File: src/rtl/interrupt_sequencer_pkg.sv
// interrupt_sequencer_pkg: shared types and constants for the interrupt sequencer.
//   - irq_state_e  : sequencer FSM state (3-bit encoding)
//   - OPCODE_W     : decode opcode width
//   - OP_CALL/RTI  : opcodes relevant to interrupt entry/exit
//   - is_safe()    : injection point qualifier

package interrupt_sequencer_pkg;

  localparam int unsigned OPCODE_W    = 5;
  localparam int unsigned DRAIN_CNT_W = 4;  // holds DRAIN_CYCLES-1 for DRAIN_CYCLES up to 15

  localparam logic [OPCODE_W-1:0] OP_CALL = 5'b00101;
  localparam logic [OPCODE_W-1:0] OP_RTI  = 5'b00011;

  typedef enum logic [2:0] {
    StIdle    = 3'd0,
    StPending = 3'd1,
    StInject  = 3'd2,
    StDrain   = 3'd3,
    StVector  = 3'd4,
    StIsr     = 3'd5
  } irq_state_e;

  // Decode may only be replaced when nothing is stalled and no control transfer is in flight.
  function automatic logic is_safe(input logic hazard_stall, input logic flow_change_busy);
    return ~hazard_stall & ~flow_change_busy;
  endfunction

endpackage

File: src/rtl/irq_edge_capture.sv
// irq_edge_capture: turns the external interrupt pin into single-cycle requests and keeps a
// one-deep pending flag.
//   clk_i      : clock, rising edge
//   rst_i      : synchronous active-high reset
//   irq_i      : external interrupt pin
//   pend_clr_i : clear the pending flag (request consumed by injection)
//   rq_o       : one-cycle request on each rising edge of the (synchronised) pin
//   pend_o     : a request is latched and not yet consumed
// Optional macro IRQ_SYNC_EN: pass irq_i through a two-flop synchroniser before edge detect.

module irq_edge_capture (
  input  logic clk_i,
  input  logic rst_i,
  input  logic irq_i,
  input  logic pend_clr_i,
  output logic rq_o,
  output logic pend_o
);

  logic irq_s;
  logic int_q, int_d;
  logic pend_q, pend_d;

`ifdef IRQ_SYNC_EN
  logic sync1_q, sync1_d;
  logic sync2_q, sync2_d;

  always_comb begin
    sync1_d = irq_i;
    sync2_d = sync1_q;
  end

  always_ff @(posedge clk_i) begin
    if (rst_i) begin
      sync1_q <= 1'b0;
      sync2_q <= 1'b0;
    end else begin
      sync1_q <= sync1_d;
      sync2_q <= sync2_d;
    end
  end

  assign irq_s = sync2_q;
`else
  // Pin is assumed to already be synchronous to clk_i.
  assign irq_s = irq_i;
`endif

  assign rq_o = irq_s & ~int_q;

  always_comb begin
    int_d = irq_s;
    // Clear wins: a request arriving while the flag is still set is the dropped second request.
    if (pend_clr_i) begin
      pend_d = 1'b0;
    end else begin
      pend_d = pend_q | rq_o;
    end
  end

  always_ff @(posedge clk_i) begin
    if (rst_i) begin
      int_q  <= 1'b0;
      pend_q <= 1'b0;
    end else begin
      int_q  <= int_d;
      pend_q <= pend_d;
    end
  end

  assign pend_o = pend_q;

endmodule

File: src/rtl/interrupt_sequencer.sv
// interrupt_sequencer: waits for a safe decode slot, injects a forced CALL with the interrupt
// flag, freezes fetch while the push drains, commands the vector load, then tracks ISR
// residency until RTI commits.
//   i_clk, i_reset       : clock / synchronous active-high reset
//   i_interrupt          : external interrupt pin, rising edge = one request
//   i_hazard_stall       : decode stalled by the hazard unit
//   i_flow_change_busy   : branch/CALL/RET/RTI in flight between decode and memory
//   i_rti_commit         : RTI popped PC in the memory stage (pulse)
//   o_op_code_override   : CALL_OPCODE while overriding, else 0
//   o_override_valid     : decode uses o_op_code_override
//   o_interrupt          : decoder interrupt input (CALL also pushes flags)
//   o_pc_freeze          : hold PC and fetch register
//   o_vector_load        : PC <= M[interrupt vector] (one cycle)
//   o_in_isr             : injection through RTI commit
//   o_pending            : request latched, not yet injected
// Optional macro IRQ_SYNC_EN: two-flop synchroniser on i_interrupt (adds 2 cycles latency).

module interrupt_sequencer
  import interrupt_sequencer_pkg::*;
#(
  parameter int unsigned          DRAIN_CYCLES = 3,
  parameter logic [OPCODE_W-1:0]  CALL_OPCODE  = OP_CALL
) (
  input  logic                i_clk,
  input  logic                i_reset,
  input  logic                i_interrupt,
  input  logic                i_hazard_stall,
  input  logic                i_flow_change_busy,
  input  logic                i_rti_commit,
  output logic [OPCODE_W-1:0] o_op_code_override,
  output logic                o_override_valid,
  output logic                o_interrupt,
  output logic                o_pc_freeze,
  output logic                o_vector_load,
  output logic                o_in_isr,
  output logic                o_pending
);

  localparam logic [DRAIN_CNT_W-1:0] DrainLoad = DRAIN_CNT_W'(DRAIN_CYCLES - 1);

  irq_state_e             state_q, state_d;
  logic [DRAIN_CNT_W-1:0] cnt_q, cnt_d;
  logic                   rq;
  logic                   pend;
  logic                   pend_clr;

  irq_edge_capture u_edge_capture (
    .clk_i      (i_clk),
    .rst_i      (i_reset),
    .irq_i      (i_interrupt),
    .pend_clr_i (pend_clr),
    .rq_o       (rq),
    .pend_o     (pend)
  );

  always_comb begin
    state_d  = state_q;
    cnt_d    = cnt_q;
    pend_clr = 1'b0;
    unique case (state_q)
      StIdle: begin
        if (rq || pend) state_d = StPending;
      end
      StPending: begin
        if (is_safe(i_hazard_stall, i_flow_change_busy)) begin
          state_d  = StInject;
          pend_clr = 1'b1;
        end
      end
      StInject: begin
        // A stalled decode did not take the CALL; keep presenting it.
        if (!i_hazard_stall) begin
          state_d = StDrain;
          cnt_d   = DrainLoad;
        end
      end
      StDrain: begin
        if (cnt_q == '0) begin
          state_d = StVector;
        end else begin
          cnt_d = cnt_q - 1'b1;
        end
      end
      StVector: begin
        state_d = StIsr;
      end
      StIsr: begin
        // A request coinciding with the commit is captured through rq, not lost.
        if (i_rti_commit) begin
          state_d = (rq || pend) ? StPending : StIdle;
        end
      end
      default: begin
        state_d = StIdle;
      end
    endcase
  end

  always_ff @(posedge i_clk) begin
    if (i_reset) begin
      state_q <= StIdle;
      cnt_q   <= '0;
    end else begin
      state_q <= state_d;
      cnt_q   <= cnt_d;
    end
  end

  // Moore outputs: decoded purely from the registered state.
  always_comb begin
    o_op_code_override = '0;
    o_override_valid   = 1'b0;
    o_interrupt        = 1'b0;
    o_pc_freeze        = 1'b0;
    o_vector_load      = 1'b0;
    o_in_isr           = 1'b0;
    o_pending          = 1'b0;
    unique case (state_q)
      StIdle: begin
      end
      StPending: begin
        o_pending = 1'b1;
      end
      StInject: begin
        o_op_code_override = CALL_OPCODE;
        o_override_valid   = 1'b1;
        o_interrupt        = 1'b1;
        o_pc_freeze        = 1'b1;
        o_in_isr           = 1'b1;
      end
      StDrain: begin
        o_pc_freeze = 1'b1;
        o_in_isr    = 1'b1;
      end
      StVector: begin
        o_vector_load = 1'b1;
        o_in_isr      = 1'b1;
      end
      StIsr: begin
        o_in_isr = 1'b1;
      end
      default: begin
      end
    endcase
  end

endmodule
File: config.mk
export PLATFORM = sky130hd
export DESIGN_NAME = interrupt_sequencer
export DESIGN_NICKNAME = d
export VERILOG_FILES = /design/src/rtl/interrupt_sequencer_pkg.sv /design/src/rtl/irq_edge_capture.sv /design/src/rtl/interrupt_sequencer.sv
export SDC_FILE = /design/constraint.sdc
export NUM_CORES = 1
export LEC_CHECK = 0
export CAP_MARGIN = 30
export CELL_PAD_IN_SITES_DETAIL_PLACEMENT = 0
export CELL_PAD_IN_SITES_GLOBAL_PLACEMENT = 2
export CORE_ASPECT_RATIO = 0.75
export CORE_UTILIZATION = 27
export CTS_CLUSTER_DIAMETER = 120
export DETAILED_ROUTE_END_ITERATION = 12
export GPL_TIMING_DRIVEN = 0
export MAX_ROUTING_LAYER = met4
export PLACE_DENSITY = 0.79
export REMOVE_ABC_BUFFERS = 1
export SYNTH_ARGS = -nofsm -noshare
export SYNTH_HDL_FRONTEND = slang
export SYNTH_HIERARCHICAL = 1
export SYNTH_SLANG_ARGS = --single-unit
File: constraint.sdc
create_clock -name i_clk -period 1.49 [get_ports i_clk]
set_input_delay 0.298 -clock i_clk [delete_from_list [all_inputs] [get_ports i_clk]]
set_output_delay 0.298 -clock i_clk [all_outputs]
set_load 0.05 [all_outputs]
==> run summary, run 1 <==
synthesized instance count - 70
DP Wirelength - 877.5 um
Yosys warning total - 6
Final Critical Period - 1.458 ns
P per Cell Area - 2100 mW/mm^2
Via density - 4.383
CTS Buffer Depth - 2
Max-cap violations - 0
drt pass-1 iters - 5
placed insts - 108
Startpoint Class - flop
flops & latches, synth - 9
Critical Path End - o_override_valid
WL/cell - 10.67 um
gpl congestion - 0.7824
Fmax - 685.9 MHz
Max VDD drop - 0.6554 mV
fin crit share - 0.9785
Synth Cell Area - 641.9 um^2
Post-synth EDFFs - 0
Final Hold Fails - 0
maximum number of pins on one net before global-route repair - 15
GRT Resource Usage Total - 0.09929
main flop type after synthesis - dfxtp_1
Final Skew - 0.004221 ns
clk root buf - clkbuf_4
CTS Hold Bufs - 0
Max FO, Critical Path - 7
RSZ-0062 raised after global routing - true
CTS Buf Count - 3
Critical R2R Launch - cnt_q[1]$_SDFFE_PP0P_
Setup crit end kind - output port
core area - 0.002120 mm^2
status - complete, no violations
Die W - 58.30 um
synth top area cells - dfxtp_1 (28%), buf_4 (7.0%), nor2_1 (5.8%)
clock slew at reported path FFs - 0.06 ns
post-synthesis sequential area ratio - 0.2807
layout cells sized above 1 - 0.3494
final global-route overflow total - 0
R2R cell count - 6
Inserted Diodes - 0
CTS tree - built
initial antenna violation count - 0
Data arrival, critical path - 1.16 ns
height of the die - 44.23 um
H-tree depth - 1
Synth area leader - dfxtp_1
clk_lat worst skew - 0.26 ns
PortBufs - 13
post-synth cell types - 33
fin nets - 92
worst path required time - 1.19 ns
register-to-register setup slack - 0.22 ns
asr flop ratio synth - 0
Remaining DRCs - 0
worst setup path startpoint - state_q[2]$_SDFFE_PP0P_
IO Pins - 17
final core utilization - 0.3684
post-synth top area share - 0.2807
global-route wire length before repair - 1876 um
area delta synth->final - 21.64%
DRT iter0 DRCs - 12
starting density of the core - 0.3028
die area - 0.002578 mm^2
Non-Filler Instances - 115
drt total wl - 1227 um
Slew Viols, Final - 0
CTS Sinks - 9
FP Rows - 14
# setup viols final - 0
most frequent cells in the layout - nor2_1 (9), buf_4 (9), dfxtp_1 (6)
Setup CP Type - flop to output port
vias - 504
R2R Path End - state_q[1]$_SDFFE_PP0P_
min-delay src - u_edge_capture/pend_o$_SDFF_PP0_
worst hold-check path type - flop to flop
leakage - 0.3218 nW
Avg Cell Area, Syn - 9.170 um^2
vias in the first global route - 386
Routed Antenna Nets - 0
[cells in the mapped netlist, types with 2 or more instances]
master and count:
nor2_1 10, dfxtp_1 9, buf_4 6, a31oi_1 3, buf_6 3, inv_1 3, nor3_1 3, xor2_1 3
ha_1 2, inv_4 2, nand2_1 2, nand4_1 2, o31ai_1 2
[critical path, stage by stage (launching register included)]
cell,delay [ns]
dfxtp_4,0.38
inv_4,0.09
nand2_4,0.06
nor2_2,0.14
buf_4,0.22
[registers in the layout (all words and copies together), names as in the netlist]
signal	cells
state_q	3
u_edge_capture/int_q	1
u_edge_capture/pend_o	1
cnt_q	4
[final cells by class]
| class | count | area, um^2 |
|---|---|---|
| clock buffer | 4 | 26.28 |
| fill | 237 | 1339 |
| inverter | 5 | 23.77 |
| multi-input combinational | 49 | 369.1 |
| sequential | 9 | 191.4 |
| tap | 32 | 40.04 |
| timing repair buffer | 16 | 130.1 |
[cell families after synthesis]
group           after synthesis  share of synthesized area
compound gates               12                     0.1637
other cells                   1                   0.005842
simple gates                 28                     0.2963
buf+inv                      14                     0.1598
xor+xnor                      4                    0.05459
flops                         9                     0.2807
fa+ha+maj                     2                    0.03898
[what timing repair did]
action,in CTS,in global routing
resized for setup,53,3
setup endpoints to repair,8,6
buffers inserted,0,3
hold endpoints to repair,0,0
gates cloned,0,0
[routing by layer]
metal	vias up	global-route usage	routed length, um
li1	259	-	-
met1	230	0.1454	648
met2	15	0.1241	515
met3	0	0.05263	63
met4	0	0	0
met5	-	-	0
[stage by stage]
| step | power (mW) | setup slack (ns) | hold slack (ns) | TNS (ns) | area (um^2) |
|---|---|---|---|---|---|
| after global placement | 1.410 | -0.5641 | 0.4727 | -4.639 | 740.7 |
| after detailed placement | 1.402 | -0.5667 | 0.4827 | -4.622 | 740.7 |
| after CTS | 1.579 | 0.002570 | 0.4983 | 0 | 753.2 |
| after floorplan | 1.127 | -1.901 | 0.3626 | -8.398 | 570.5 |
| final | 1.640 | 0.03196 | 0.4939 | 0 | 780.7 |
| after global routing | 1.739 | -0.03797 | 0.5209 | -0.1444 | 780.7 |
[worst min-delay path by stage]
stage               slack (ns)                                to  cells past startpoint
global route              0.52  u_edge_capture/pend_o$_SDFF_PP0_                      1
floorplan                 0.36             cnt_q[1]$_SDFFE_PP0P_                      1
global placement          0.47  u_edge_capture/pend_o$_SDFF_PP0_                      1
detailed placement        0.48  u_edge_capture/pend_o$_SDFF_PP0_                      1
finish                    0.49  u_edge_capture/pend_o$_SDFF_PP0_                      1
CTS                       0.50  u_edge_capture/pend_o$_SDFF_PP0_                      1
[report_power, final]
| part | switching (mW) | internal [mW] |
|---|---|---|
| clock network | 0.0887 | 0.103 |
| logic | 0.623 | 0.376 |
| registers | 0.129 | 0.319 |
Power figures use the tool's default switching activity.
==> inputs of run 2 (changes only) <==
--- a/config.mk
+++ b/config.mk
@@ -16,6 +16,7 @@
 export MAX_ROUTING_LAYER = met4
 export PLACE_DENSITY = 0.79
 export REMOVE_ABC_BUFFERS = 1
+export SKIP_CTS_REPAIR_TIMING = 1
 export SYNTH_ARGS = -nofsm -noshare
 export SYNTH_HDL_FRONTEND = slang
 export SYNTH_HIERARCHICAL = 1
==> constraint.sdc (replaced) <==
create_clock -name i_clk -period 1.52 [get_ports i_clk]
set_input_delay 0.304 -clock i_clk [delete_from_list [all_inputs] [get_ports i_clk]]
set_output_delay 0.304 -clock i_clk [all_outputs]
set_load 0.05 [all_outputs]
==> run 2 against run 1 <==
Clock power about the same. Cell count decreased by 2.6%. Sequential share of layout area up 0.73 points. Setup slack gained 0.023 ns. Register-to-register slack better by 0.04 ns. Critical endpoint unchanged. Core utilization fell by 1.1 points. First-iteration DRC count increased by 33%. Via count shrank 2.4%.
==> run summary, run 2 (same netlist as run 1, synthesis figures left out) <==
DP Area - 740.7 um^2 (unchanged)
worst hold-check path type - flop to flop
CP top delay family - flip-flops
Setup crit end kind - output port
Final Hold Fails - 0 (unchanged)
CTS Buf Count - 3 (unchanged)
Slew Viols, Final - 0 (unchanged)
vias - 492 (-2.4%)
GRT Resource Usage Total - 0.1006 (+0.001289)
status - complete, no violations
fin nets - 89 (-3.3%)
Critical path buffers and inverters - 2 (unchanged)
crit-path cells - inv_4 -> nand2_4 -> nor2_2 -> buf_4
fin crit share - 0.9635
clock slew at reported path FFs - 0.06 ns (about the same)
Largest regs - cnt_q: 4 flops, state_q: 3 flops
commonest non-fill, non-tap cell in the layout - nor2_1
Finished Cell Area - 758.2 um^2 (-2.9%)
Data arrival, critical path - 1.16 ns (about the same)
hold slack - 0.4915 ns (-0.002379 ns)
DRT iter0 DRCs - 16 (+4)
Via density - 4.393 (+0.23%)
drt pass-1 iters - 4 (-1)
PortBufs - 13 (unchanged)
CTS Sinks - 9 (unchanged)
CTS Buffer Depth - 2 (unchanged)
global-route wire length before repair - 1904 um (+1.5%)
final global-route overflow total - 0 (unchanged)
Fmax - 682.8 MHz
vias in the first global route - 394 (+2.1%)
Max VDD drop - 0.5390 mV (-18%)
Routed Antenna Nets - 0 (unchanged)
DP Wirelength - 877.5 um (unchanged)
CTS tree - built
H-tree depth - 1 (unchanged)
most frequent cells in the layout - nor2_1 (9), clkbuf_4 (6), dfxtp_1 (6)
# setup viols final - 0 (unchanged)
Setup CP Type - flop to output port
die area - 0.002578 mm^2 (unchanged)
height of the die - 44.23 um (unchanged)
Final Critical Period - 1.465 ns
Final Skew - 0.003105 ns (-0.001116 ns)
initial antenna violation count - 0 (unchanged)
leakage - 0.3043 nW (-5.4%)
number of flip-flops in the largest register - 4 (unchanged)
worst path required time - 1.22 ns (+0.03 ns)
RSZ-0062 raised after global routing - true
maximum number of pins on one net before global-route repair - 15 (unchanged)
Remaining DRCs - 0 (unchanged)
largest stage delay on the critical path - 0.38 ns (about the same)
Startpoint Class - flop
drt total wl - 1178 um (-4.0%)
clk_lat worst skew - 0.26 ns (about the same)
clk root buf - clkbuf_4
Worst path slowest cell - dfxtp_4
WL/cell - 10.52 um (-1.4%)
starting density of the core - 0.3028 (unchanged)
FP Rows - 14 (unchanged)
P per Cell Area - 2038 mW/mm^2 (-3.0%)
area delta synth->final - 18.13%
Die W - 58.30 um (unchanged)
Max-cap violations - 0 (unchanged)
core area - 0.002120 mm^2 (unchanged)
largest register by flop count - cnt_q
layout cells sized above 1 - 0.3250 (-0.02440)
Inserted Diodes - 0 (unchanged)
Max FO, Critical Path - 7 (unchanged)
gpl congestion - 0.7824 (unchanged)
IO Pins - 17 (unchanged)
==> run 2: changes by cell type in the layout (fill, tap and decap cells not counted) <==
| cell | change |
|---|---|
| buf_2 | -1 |
| buf_4 | -5 |
| clkbuf_2 | +1 |
| clkbuf_4 | +2 |
==> run 2: report_power, final <==
group	leakage [nW]	internal [mW]	switching (mW)
Combinational	0.213	0.319	0.581
Sequential	0.0758	0.313	0.143
Clock	0.0150	0.101	0.0876
==> run 2: cell type report <==
type / count / area (um^2)
tap: 32 / 40.04
multi-input combinational: 49 / 369.1
sequential: 9 / 191.4
timing repair buffer: 13 / 107.6
inverter: 5 / 23.77
clock buffer: 4 / 26.28
fill: 240 / 1361
==> run 2: path summary, 6_finish.rpt <==
check             cells past startpoint  slack (ns)                              from                          endpoint
setup / recovery                      4        0.06           state_q[2]$_SDFFE_PP0P_                  o_override_valid
hold / removal                        1        0.49  u_edge_capture/pend_o$_SDFF_PP0_  u_edge_capture/pend_o$_SDFF_PP0_
setup reg to reg                      6        0.26             cnt_q[1]$_SDFFE_PP0P_           state_q[1]$_SDFFE_PP0P_
hold reg to reg                       1        0.49  u_edge_capture/pend_o$_SDFF_PP0_  u_edge_capture/pend_o$_SDFF_PP0_
==> run 2: through the flow <==
stage	std cells	total power [mW]	utilization	setup slack [ns]	setup TNS, ns
after floorplan	63	1.108	-	-1.877	-8.230
after global placement	108	1.382	0.3495	-0.5401	-4.327
after detailed placement	108	1.375	0.3495	-0.5427	-4.310
after CTS	112	1.575	0.3619	-0.8338	-6.213
after global routing	112	1.642	0.3577	-0.01195	-0.03986
final	112	1.545	0.3577	0.05545	0
==> run 2: layer usage <==
layer  global-route usage  part of all wire  up-vias
met5                    -                 0        -
met4                    0                 0        0
met3              0.05263             0.048        0
met2               0.1241              0.41       13
met1               0.1489              0.54      224
li1                     -                 -      255
